`config.mk`:
```
export PLATFORM = sky130hd
export DESIGN_NAME = storage_sequencer
export DESIGN_NICKNAME = d
export VERILOG_FILES = /design/src/rtl/storage_sequencer.sv
export SDC_FILE = /design/constraint.sdc
export NUM_CORES = 1
export LEC_CHECK = 0
export ABC_AREA = 0
export CAP_MARGIN = 20
export CORE_ASPECT_RATIO = 1.5
export CORE_UTILIZATION = 48
export DETAILED_ROUTE_END_ITERATION = 6
export HOLD_SLACK_MARGIN = 0.05
export PLACE_DENSITY = 0.79
export RECOVER_POWER = 50
export REMOVE_ABC_BUFFERS = 1
export SLEW_MARGIN = 10
export SYNTH_ARGS = -nofsm -noshare
export SYNTH_HDL_FRONTEND = slang
export SYNTH_SLANG_ARGS = --single-unit
export TNS_END_PERCENT = 30
```
`constraint.sdc`:
```
create_clock -name clk -period 3.3 [get_ports clk]
set_clock_uncertainty 0.15 [all_clocks]
set_input_delay 0.825 -clock clk [delete_from_list [all_inputs] [get_ports clk]]
set_output_delay 0.825 -clock clk [all_outputs]
set_load 0.01 [all_outputs]
```
`src/rtl/storage_sequencer.sv`:
```
// storage_sequencer: per-tick frame scheduler for the board storage block.
// Runs up to four move slots (two tanks, two projectiles), then a full RAM
// rebuild scan, then returns storage to read mode for the display.
// Optional feature: define STORAGE_SEQ_ROUND_ROBIN_EN to alternate which
// tank's slot pair runs first on successive frames.
module storage_sequencer #(
  parameter int GRID_CELLS = 256,
  parameter int SLOT_LEN   = 3
) (
  input  logic       clk,
  input  logic       reset,
  input  logic       tick,
  input  logic       p1_req,
  input  logic [1:0] p1_dir,
  input  logic       p1_fire,
  input  logic       p2_req,
  input  logic [1:0] p2_dir,
  input  logic       p2_fire,
  input  logic       wall_q,
  output logic [7:0] wall_addr,
  output logic [3:0] st_mode,
  output logic [7:0] st_address,
  output logic [7:0] st_data,
  output logic       st_load_out,
  output logic       st_has_wall,
  output logic       busy,
  output logic       frame_done,
  output logic       overrun
);

  localparam int            CW        = $clog2(SLOT_LEN);
  localparam logic [CW-1:0] SLOT_LAST = CW'(SLOT_LEN - 1);
  localparam logic [CW-1:0] LOAD_CYC  = CW'(1);
  localparam logic [7:0]    ADDR_LAST = 8'(GRID_CELLS - 1);

  typedef enum logic [2:0] {
    IDLE,
    SLOT_A,
    SLOT_B,
    SLOT_C,
    SLOT_D,
    SCAN,
    DONE
  } state_t;

  state_t        state_q, state_d;
  logic [CW-1:0] cnt_q, cnt_d;
  logic [7:0]    addr_q, addr_d;
  // Pending requests indexed by slot kind: 0 tank1, 1 proj1, 2 tank2, 3 proj2.
  logic [3:0]    pend_q, pend_d;
  logic [1:0]    dir1_q, dir1_d, dir2_q, dir2_d;
  logic [1:0]    fdir1_q, fdir1_d, fdir2_q, fdir2_d;
  logic          prio_q, prio_d;

  logic          in_slot;
  logic [1:0]    cur_pos;
  logic [1:0]    cur_kind;
  logic [1:0]    slot_dir;

  // The priority bit swaps the tank1 pair with the tank2 pair.
  function automatic logic [1:0] kind_of(input logic [1:0] pos, input logic prio);
    return pos ^ {prio, 1'b0};
  endfunction

  function automatic logic is_slot(input state_t s);
    return (s == SLOT_A) || (s == SLOT_B) || (s == SLOT_C) || (s == SLOT_D);
  endfunction

  function automatic logic [1:0] slot_pos(input state_t s);
    case (s)
      SLOT_B:  return 2'd1;
      SLOT_C:  return 2'd2;
      SLOT_D:  return 2'd3;
      default: return 2'd0;
    endcase
  endfunction

  function automatic state_t pos_state(input logic [1:0] pos);
    case (pos)
      2'd1:    return SLOT_B;
      2'd2:    return SLOT_C;
      2'd3:    return SLOT_D;
      default: return SLOT_A;
    endcase
  endfunction

  // Idle slots are skipped without spending a cycle, so the next state is the
  // first slot position at or after 'start' that has a pending request.
  function automatic state_t first_active(input logic [2:0] start, input logic [3:0] pend,
                                          input logic prio);
    state_t ns;
    ns = SCAN;
    for (int p = 3; p >= 0; p--) begin
      if ((3'(p) >= start) && pend[kind_of(2'(p), prio)]) begin
        ns = pos_state(2'(p));
      end
    end
    return ns;
  endfunction

  // Latch player requests outside move slots and compute the next frame state.
  always_comb begin
    state_d  = state_q;
    cnt_d    = cnt_q;
    addr_d   = addr_q;
    pend_d   = pend_q;
    dir1_d   = dir1_q;
    dir2_d   = dir2_q;
    fdir1_d  = fdir1_q;
    fdir2_d  = fdir2_q;
    prio_d   = prio_q;
    in_slot  = is_slot(state_q);
    cur_pos  = slot_pos(state_q);
    cur_kind = kind_of(cur_pos, prio_q);

    if (!in_slot) begin
      if (p1_req) begin
        pend_d[0] = 1'b1;
        dir1_d    = p1_dir;
      end
      if (p1_fire) begin
        pend_d[1] = 1'b1;
        fdir1_d   = dir1_d;
      end
      if (p2_req) begin
        pend_d[2] = 1'b1;
        dir2_d    = p2_dir;
      end
      if (p2_fire) begin
        pend_d[3] = 1'b1;
        fdir2_d   = dir2_d;
      end
    end

    case (state_q)
      IDLE: begin
        if (tick) begin
          state_d = first_active(3'd0, pend_d, prio_q);
        end
      end
      SLOT_A, SLOT_B, SLOT_C, SLOT_D: begin
        if (cnt_q == SLOT_LAST) begin
          cnt_d   = '0;
          state_d = first_active(3'(cur_pos) + 3'd1, pend_d, prio_q);
        end else begin
          cnt_d = cnt_q + CW'(1);
        end
      end
      SCAN: begin
        if (addr_q == ADDR_LAST) begin
          addr_d  = '0;
          state_d = DONE;
        end else begin
          addr_d = addr_q + 8'd1;
        end
      end
      DONE: begin
        state_d = IDLE;
`ifdef STORAGE_SEQ_ROUND_ROBIN_EN
        prio_d = ~prio_q;
`else
        prio_d = prio_q;
`endif
      end
      default: state_d = IDLE;
    endcase

    // A request is consumed as soon as its slot begins; later requests re-latch.
    if (is_slot(state_d) && (state_d != state_q)) begin
      pend_d[kind_of(slot_pos(state_d), prio_q)] = 1'b0;
    end
  end

  // Drive the storage control bus from the current state; quiet while in reset.
  always_comb begin
    st_mode     = 4'b0000;
    st_address  = '0;
    st_data     = '0;
    st_load_out = 1'b0;
    st_has_wall = 1'b0;
    wall_addr   = '0;
    busy        = 1'b0;
    frame_done  = 1'b0;
    overrun     = 1'b0;
    slot_dir    = 2'd0;
    case (cur_kind)
      2'd0:    slot_dir = dir1_q;
      2'd1:    slot_dir = fdir1_q;
      2'd2:    slot_dir = dir2_q;
      default: slot_dir = fdir2_q;
    endcase
    if (reset) begin
      busy    = (state_q != IDLE) || tick;
      overrun = tick && (state_q != IDLE);
      case (state_q)
        SLOT_A, SLOT_B, SLOT_C, SLOT_D: begin
          st_mode     = {1'b0, cur_kind, 1'b1};
          st_data     = {6'b0, slot_dir};
          st_load_out = (cnt_q == LOAD_CYC);
        end
        SCAN: begin
          st_mode     = 4'b1111;
          st_address  = addr_q;
          wall_addr   = addr_q;
          st_has_wall = wall_q;
        end
        DONE: frame_done = 1'b1;
        default: ;
      endcase
    end
  end

  // State, counters and request latches, with synchronous active-low reset.
  always_ff @(posedge clk) begin
    if (!reset) begin
      state_q <= IDLE;
      cnt_q   <= '0;
      addr_q  <= '0;
      pend_q  <= '0;
      dir1_q  <= '0;
      dir2_q  <= '0;
      fdir1_q <= '0;
      fdir2_q <= '0;
      prio_q  <= 1'b0;
    end else begin
      state_q <= state_d;
      cnt_q   <= cnt_d;
      addr_q  <= addr_d;
      pend_q  <= pend_d;
      dir1_q  <= dir1_d;
      dir2_q  <= dir2_d;
      fdir1_q <= fdir1_d;
      fdir2_q <= fdir2_d;
      prio_q  <= prio_d;
    end
  end

endmodule

```
==> run summary, run 1 <==
Residual DRC count = 0
Largest stage delay, worst path = 0.55 ns
Antenna violations before repair = 0
Die Area = 0.00378 sq mm
P_leak = 0.854 nW
Synth Area in Simple Gates = 31.0%
Internal = 0.548 mW
Crit path DAT = 2.17 ns
Filler Cell Count = 319
Worst-Skew Late Latency = 0.27 ns
CP Launch Type = input port
Clock Tree Buf Depth = 2
Final period util = 95.4%
Crit Path Class = input port to output port
Worst Path Required = 2.32 ns
Post-synth EDFFs = 0
Max Clk Rate = 318 MHz
Post-DP HPWL = 3.02 mm
CTS sink count = 25
# IOs = 45
Crit. End Element = output port
Final nets = 263
CTS root buffer = clkbuf_8
Placer Congestion = 0.877
Chip height = 74.8 microns
Via density per instance = 5.71
TritonCTS clock tree = built
RSZ-0062 raised after global routing = false
Max VDD drop = 0.263 mV
Min cycle time layout = 3.15 ns
Sw power = 0.288 mW
First-pass DRT Iterations = 4
Buf+Inv Stages, Crit Path = 3
Post-Synth Adder-Cell Area = 0.739%
Yosys reg bits = 25
Final Setup Violations = 0
WL per Instance = 13.8 microns
CTS Buf Count = 3
DRT iter0 DRCs = 36
Slew Viols, Final = 0
Largest family of logic cells by synthesized area = simple AND/OR/NAND/NOR gates
Synth Area in Compound Gates = 20.5%
Syn Inst Count = 214
Area growth, synth to finish = 24.9%
TNS Setup = 0 ns
Setup Fix Bufs, Post-CTS = 0
Crit-path cells = dlygate4sd3_1, buf_4, and3_1, clkdlybuf4s50_1
Combinational share of power = 32.9%
Diodes inserted = 0
Rows = 26
Register area share after synthesis = 29.5%
H-tree levels = 1
Hold/Removal Path Class = flop to flop
PwrDens = 395 mW/mm^2
Syn Area/Cell = 7.92 sq um
Tot GR Track Use = 23.5%
Mapped cell area = 0.00169 sq mm
WL final = 4.01 mm
Status = complete, no violations
Via count = 1,661
Antenna-violating nets left = 0
Synth cell types = 48
Post-Synth XOR/XNOR Area = 2.07%
Clk slew on worst S/H paths = 0.09 ns
First-pass GRT wire length = 6.83 mm
Max-cap viol count = 0
Slowest-stage cell, CP = dlygate4sd3_1
Sw Ratio = 34.5%
Final Hold Viols = 0
Main synth FF type = dfxtp_1
Flop pwr share = 44.8%
Post-synth ARST share = 0%
Grt total ovfl = 0
Port buffer count = 38
Largest delay share family, worst path = buffers and inverters
Synth warn = 0
Relative slew margins = 41.8%
Slew @ Worst Pin = 0.871 ns
Max FO, Critical Path = 4
Die W = 50.5 microns
Post-synthesis mux area share = 5.47%
Core Util, Final = 62.5%
Largest net degree at the start of global routing = 22
Clock power share = 22.4%
Vias in the first global route = 1,617
Initial Util = 50.1%
Core Footprint = 0.00338 sq mm
Share of cells above drive strength 1 = 9.24%
## worst paths after layout
| check | depth (start not counted) | startpoint | slack [ns] | endpoint |
|---|---|---|---|---|
| worst min-delay path | 2 | dir1_q[1]$_SDFFE_PN0N_ | 0.35 | dir1_q[1]$_SDFFE_PN0N_ |
| worst max register to register | 7 | state_q[1]$_SDFF_PN0_ | 0.24 | pend_q[3]$_SDFF_PN0_ |
| worst min register to register | 2 | dir1_q[1]$_SDFFE_PN0N_ | 0.35 | dir1_q[1]$_SDFFE_PN0N_ |
| worst max-delay path | 4 | tick | 0.15 | overrun |
## per-stage QoR
stage / hold WS (ns) / area (sq um) / total power [mW] / cells / setup slack (ns)
after global placement: 0.335 / 2090 / 0.663 / 286 / -0.0262
after floorplan: 0.306 / 1540 / 0.549 / 191 / 0.669
after detailed placement: 0.338 / 2090 / 0.668 / 286 / -0.0941
after global routing: 0.369 / 2120 / 0.894 / 291 / 0.0721
after CTS: 0.353 / 2140 / 0.856 / 290 / -0.0337
final: 0.345 / 2120 / 0.836 / 291 / 0.150
## timing repair
item                                    CTS  global route
gates cloned                              0             1
gates resized for setup                   1             6
endpoints found under the setup margin   19            25
hold buffers                              0             0
## metal layers
| metal | GRT usage, % | wire (microns) | vias up |
|---|---|---|---|
| li1 | - | - | 804 |
| met1 | 23.3 | 1470 | 759 |
| met2 | 46.1 | 2200 | 83 |
| met3 | 2.83 | 217 | 15 |
| met4 | 14.2 | 127 | 0 |
| met5 | 0 | 0 | - |
## final cells by class
| class | instances | area (sq um) | area share (%) |
|---|---|---|---|
| flip-flops and latches | 25 | 502 | 23.7 |
| multi-input cells | 164 | 1020 | 48.4 |
| clock inverters | 1 | 7.51 | 0.355 |
| well taps | 42 | 52.6 | 2.48 |
| repair buffers | 54 | 482 | 22.8 |
| inverters | 2 | 7.51 | 0.355 |
| clock buffers | 3 | 41.3 | 1.95 |
## synth_stat cells (all sizes together), types with 2 or more instances
library cell	instances	area (sq um)
a2111oi	2	36.3
a22oi	3	22.5
mux2	2	22.5
mux2i	7	70.1
nand4	2	12.5
nor3	3	15.0
xnor2	3	26.3
nand2b	2	12.5
or4b	3	30.0
o21a	2	15.0
o211a	2	20.0
o21bai	2	15.0
nand3	8	40.0
nand2	25	93.8
and3	3	18.8
a41oi	2	17.5
clkbuf	10	37.5
a21oi	7	35.0
a21boi	4	30.0
o21ai	12	60.1
a221oi	2	17.5
dfxtp	25	500
nor2b	10	62.6
or3	3	18.8
nor2	11	41.3
inv	2	7.51
o311a	2	20.0
buf	18	131
and2	21	131
## flip-flops by register name (all words and copies together), names as in the netlist
name     count
dir1_q       2
cnt_q        2
addr_q       8
fdir1_q      2
pend_q       4
dir2_q       2
state_q      3
fdir2_q      2
## cells in the final DEF (no fill, tap or decap), types with 4 or more instances in the layout
| master | n |
|---|---|
| and2_1 | 17 |
| clkbuf_1 | 5 |
| and2_0 | 4 |
| nand3_1 | 8 |
| nor2b_1 | 10 |
| o21ai_0 | 12 |
| a21oi_1 | 7 |
| dfxtp_1 | 24 |
| nand2_1 | 25 |
| mux2i_1 | 7 |
| clkdlybuf4s50_1 | 32 |
| nor2_1 | 11 |
| conb_1 | 6 |
| a21boi_0 | 4 |
| buf_4 | 9 |
## power groups by stage
stage                     logic [mW]  registers [mW]  clock network [mW]
after floorplan                0.180           0.369                   0
after global placement         0.285           0.378                   0
after detailed placement       0.289           0.379                   0
after CTS                      0.291           0.372               0.193
after global routing           0.307           0.380               0.208
final                          0.275           0.374               0.187
## worst register-to-register path, cell delays in order (launching register included)
cell and delay (ns):
dfxtp_1 0.55, or3_1 0.30, nand2_1 0.12, clkbuf_1 0.24
a221o_1 0.41, a2111oi_1 0.77, nand2_1 0.12, o311a_1 0.30
## cell families after synthesis
kind of cell | Yosys count
mux | 9
fa+ha+maj | 1
compound gates | 47
flops | 25
buf+inv | 30
simple gates | 97
other cells | 1
xor+xnor | 4
(Power assumes the default switching activity.)
==> run 2: changes to the inputs <==
--- a/config.mk
+++ b/config.mk
@@ -14,7 +14,7 @@
 export PLACE_DENSITY = 0.79
 export RECOVER_POWER = 50
 export REMOVE_ABC_BUFFERS = 1
-export SLEW_MARGIN = 10
+export SLEW_MARGIN = 40
 export SYNTH_ARGS = -nofsm -noshare
 export SYNTH_HDL_FRONTEND = slang
 export SYNTH_SLANG_ARGS = --single-unit
==> constraint.sdc (replaced) <==
create_clock -name clk -period 3.3 [get_ports clk]
set_clock_uncertainty 0.15 [all_clocks]
set_input_delay 0.66 -clock clk [delete_from_list [all_inputs] [get_ports clk]]
set_output_delay 0.66 -clock clk [all_outputs]
set_load 0.01 [all_outputs]
==> run 2 against run 1 <==
  * Register-to-register slack lost 0.02 ns
  * Clock power is essentially flat
  * Via count grew 0.36%
  * Worst setup slack gained 0.065 ns
  * Maximum frequency grew 2.1%
  * Core utilization shrank 0.92 points
  * Critical path depth is the same
==> run summary, run 2 (same netlist as run 1, synthesis figures left out) <==
Rows = 26
Buf+Inv Stages, Crit Path = 2
Die Area = 0.00378 sq mm
Combinational share of power = 34.0%
# IOs = 45
Core Footprint = 0.00338 sq mm
Grt total ovfl = 0
Status = complete, no violations
Antenna-violating nets left = 0
Tot GR Track Use = 23.7%
PwrDens = 401 mW/mm^2
CP Launch Type = input port
Hold/Removal Path Class = flop to flop
Core Util, Final = 61.6%
CTS root buffer = clkbuf_8
Crit-path cells = dlygate4sd3_1, and3_1, and2_1, clkdlybuf4s50_1
RSZ-0062 raised after global routing = false
TritonCTS clock tree = built
First-pass GRT wire length = 6.82 mm
Slowest-stage cell, CP = dlygate4sd3_1
Crit. End Element = output port
Via count = 1,667
Max FFs per register = 8
H-tree levels = 1
Largest delay share family, worst path = buffers and inverters
WL per Instance = 14.0 microns
Sw power = 0.292 mW
Sw Ratio = 35.0%
WL final = 4.03 mm
Filler Cell Count = 343
Max Clk Rate = 324 MHz
Flop pwr share = 43.6%
Slew Viols, Final = 0
Final Hold Viols = 0
Post-DP HPWL = 3.02 mm
Area growth, synth to finish = 23.0%
Setup Fix Bufs, Post-CTS = 0
Design Power = 0.836 mW
Largest regs = addr_q x8, pend_q x4, state_q x3
Initial Util = 50.1%
DRT iter0 DRCs = 60
Die W = 50.5 microns
Slew @ Worst Pin = 0.884 ns
Max-cap viol count = 0
Max VDD drop = 0.310 mV
Sequential cell area = 500 sq um
Biggest register = addr_q
Internal = 0.544 mW
Clock Tree Buf Depth = 2
Max FO, Critical Path = 10
Most frequent cells in the layout = 33 x clkdlybuf4s50_1, 25 x nand2_1, 25 x dfxtp_1
Final nets = 260
CTS sink count = 25
Chip height = 74.8 microns
Placer Congestion = 0.971
Min cycle time layout = 3.08 ns
CTS Buf Count = 3
First-pass DRT Iterations = 4
Final period util = 93.5%
Commonest non-fill, non-tap cell in the layout = clkdlybuf4s50_1
Relative slew margins = 40.9%
Port buffer count = 38
Crit path DAT = 2.27 ns
Clock power share = 22.3%
Post-CTS Resized = 0
P_leak = 0.826 nW
Share of cells above drive strength 1 = 7.32%
Worst-Skew Late Latency = 0.27 ns
Via density per instance = 5.79
Residual DRC count = 0
Largest stage delay, worst path = 0.57 ns
Crit Path Class = input port to output port
Antenna violations before repair = 0
Diodes inserted = 0
Worst Path Required = 2.49 ns
Clk slew on worst S/H paths = 0.09 ns
Vias in the first global route = 1,509
Area of the multi-input gates = 0.00102 sq mm
CTS hold repair buffers = 0
TNS Setup = 0 ns
Largest net degree at the start of global routing = 29
Final Setup Violations = 0
-- run 2: cell type report --
| type | count | share of cell area, % |
|---|---|---|
| inverters | 2 | 0.360 |
| flip-flops and latches | 25 | 24.0 |
| clock buffers | 3 | 1.98 |
| multi-input cells | 164 | 48.9 |
| well taps | 42 | 2.52 |
| repair buffers | 51 | 22.0 |
| clock inverters | 1 | 0.240 |
-- run 2: worst paths after layout --
path                                from                endpoint  slack [ns]  cells past startpoint
hold / removal    dir1_q[0]$_SDFFE_PN0N_  dir1_q[0]$_SDFFE_PN0N_        0.35                      2
setup / recovery                   reset            wall_addr[0]        0.22                      4
setup reg to reg   state_q[0]$_SDFF_PN0_    pend_q[3]$_SDFF_PN0_        0.22                      7
hold reg to reg   dir1_q[0]$_SDFFE_PN0N_  dir1_q[0]$_SDFFE_PN0N_        0.35                      2
-- run 2: per-stage QoR --
stage / cells / hold WS [ns] / area [sq um] / worst slack [ns]
floorplan: 191 / 0.306 / 1540 / 0.834
global placement: 284 / 0.329 / 2070 / 0.260
detailed placement: 284 / 0.336 / 2070 / 0.224
CTS: 288 / 0.357 / 2120 / 0.264
global route: 288 / 0.367 / 2080 / 0.0651
finish: 288 / 0.355 / 2080 / 0.216
-- run 2: power by group through the flow --
stage / Combinational, mW / Clock [mW] / Sequential, mW
after global routing: 0.315 / 0.204 / 0.369
after CTS: 0.301 / 0.188 / 0.364
after detailed placement: 0.297 / 0 / 0.371
after floorplan: 0.180 / 0 / 0.369
after global placement: 0.294 / 0 / 0.369
final: 0.285 / 0.187 / 0.365
-- run 2: tightest hold or removal path: cells and delay by family (launching register included) --
| kind | cells | cell delay [ns] |
|---|---|---|
| compound gates | 1 | 0.07 |
| simple gates | 1 | 0.06 |
| flops | 1 | 0.34 |
-- run 2: layer usage --
metal  part of all wire, %  GRT usage, %  wire length (microns)  vias up
met3                   5.1          3.03                    204       19
met2                    54          45.2                   2180       79
met4                   3.8          10.8                    154        0
met1                    37          25.7                   1490      771
li1                      -             -                      -      798
met5                     0             0                      0        -
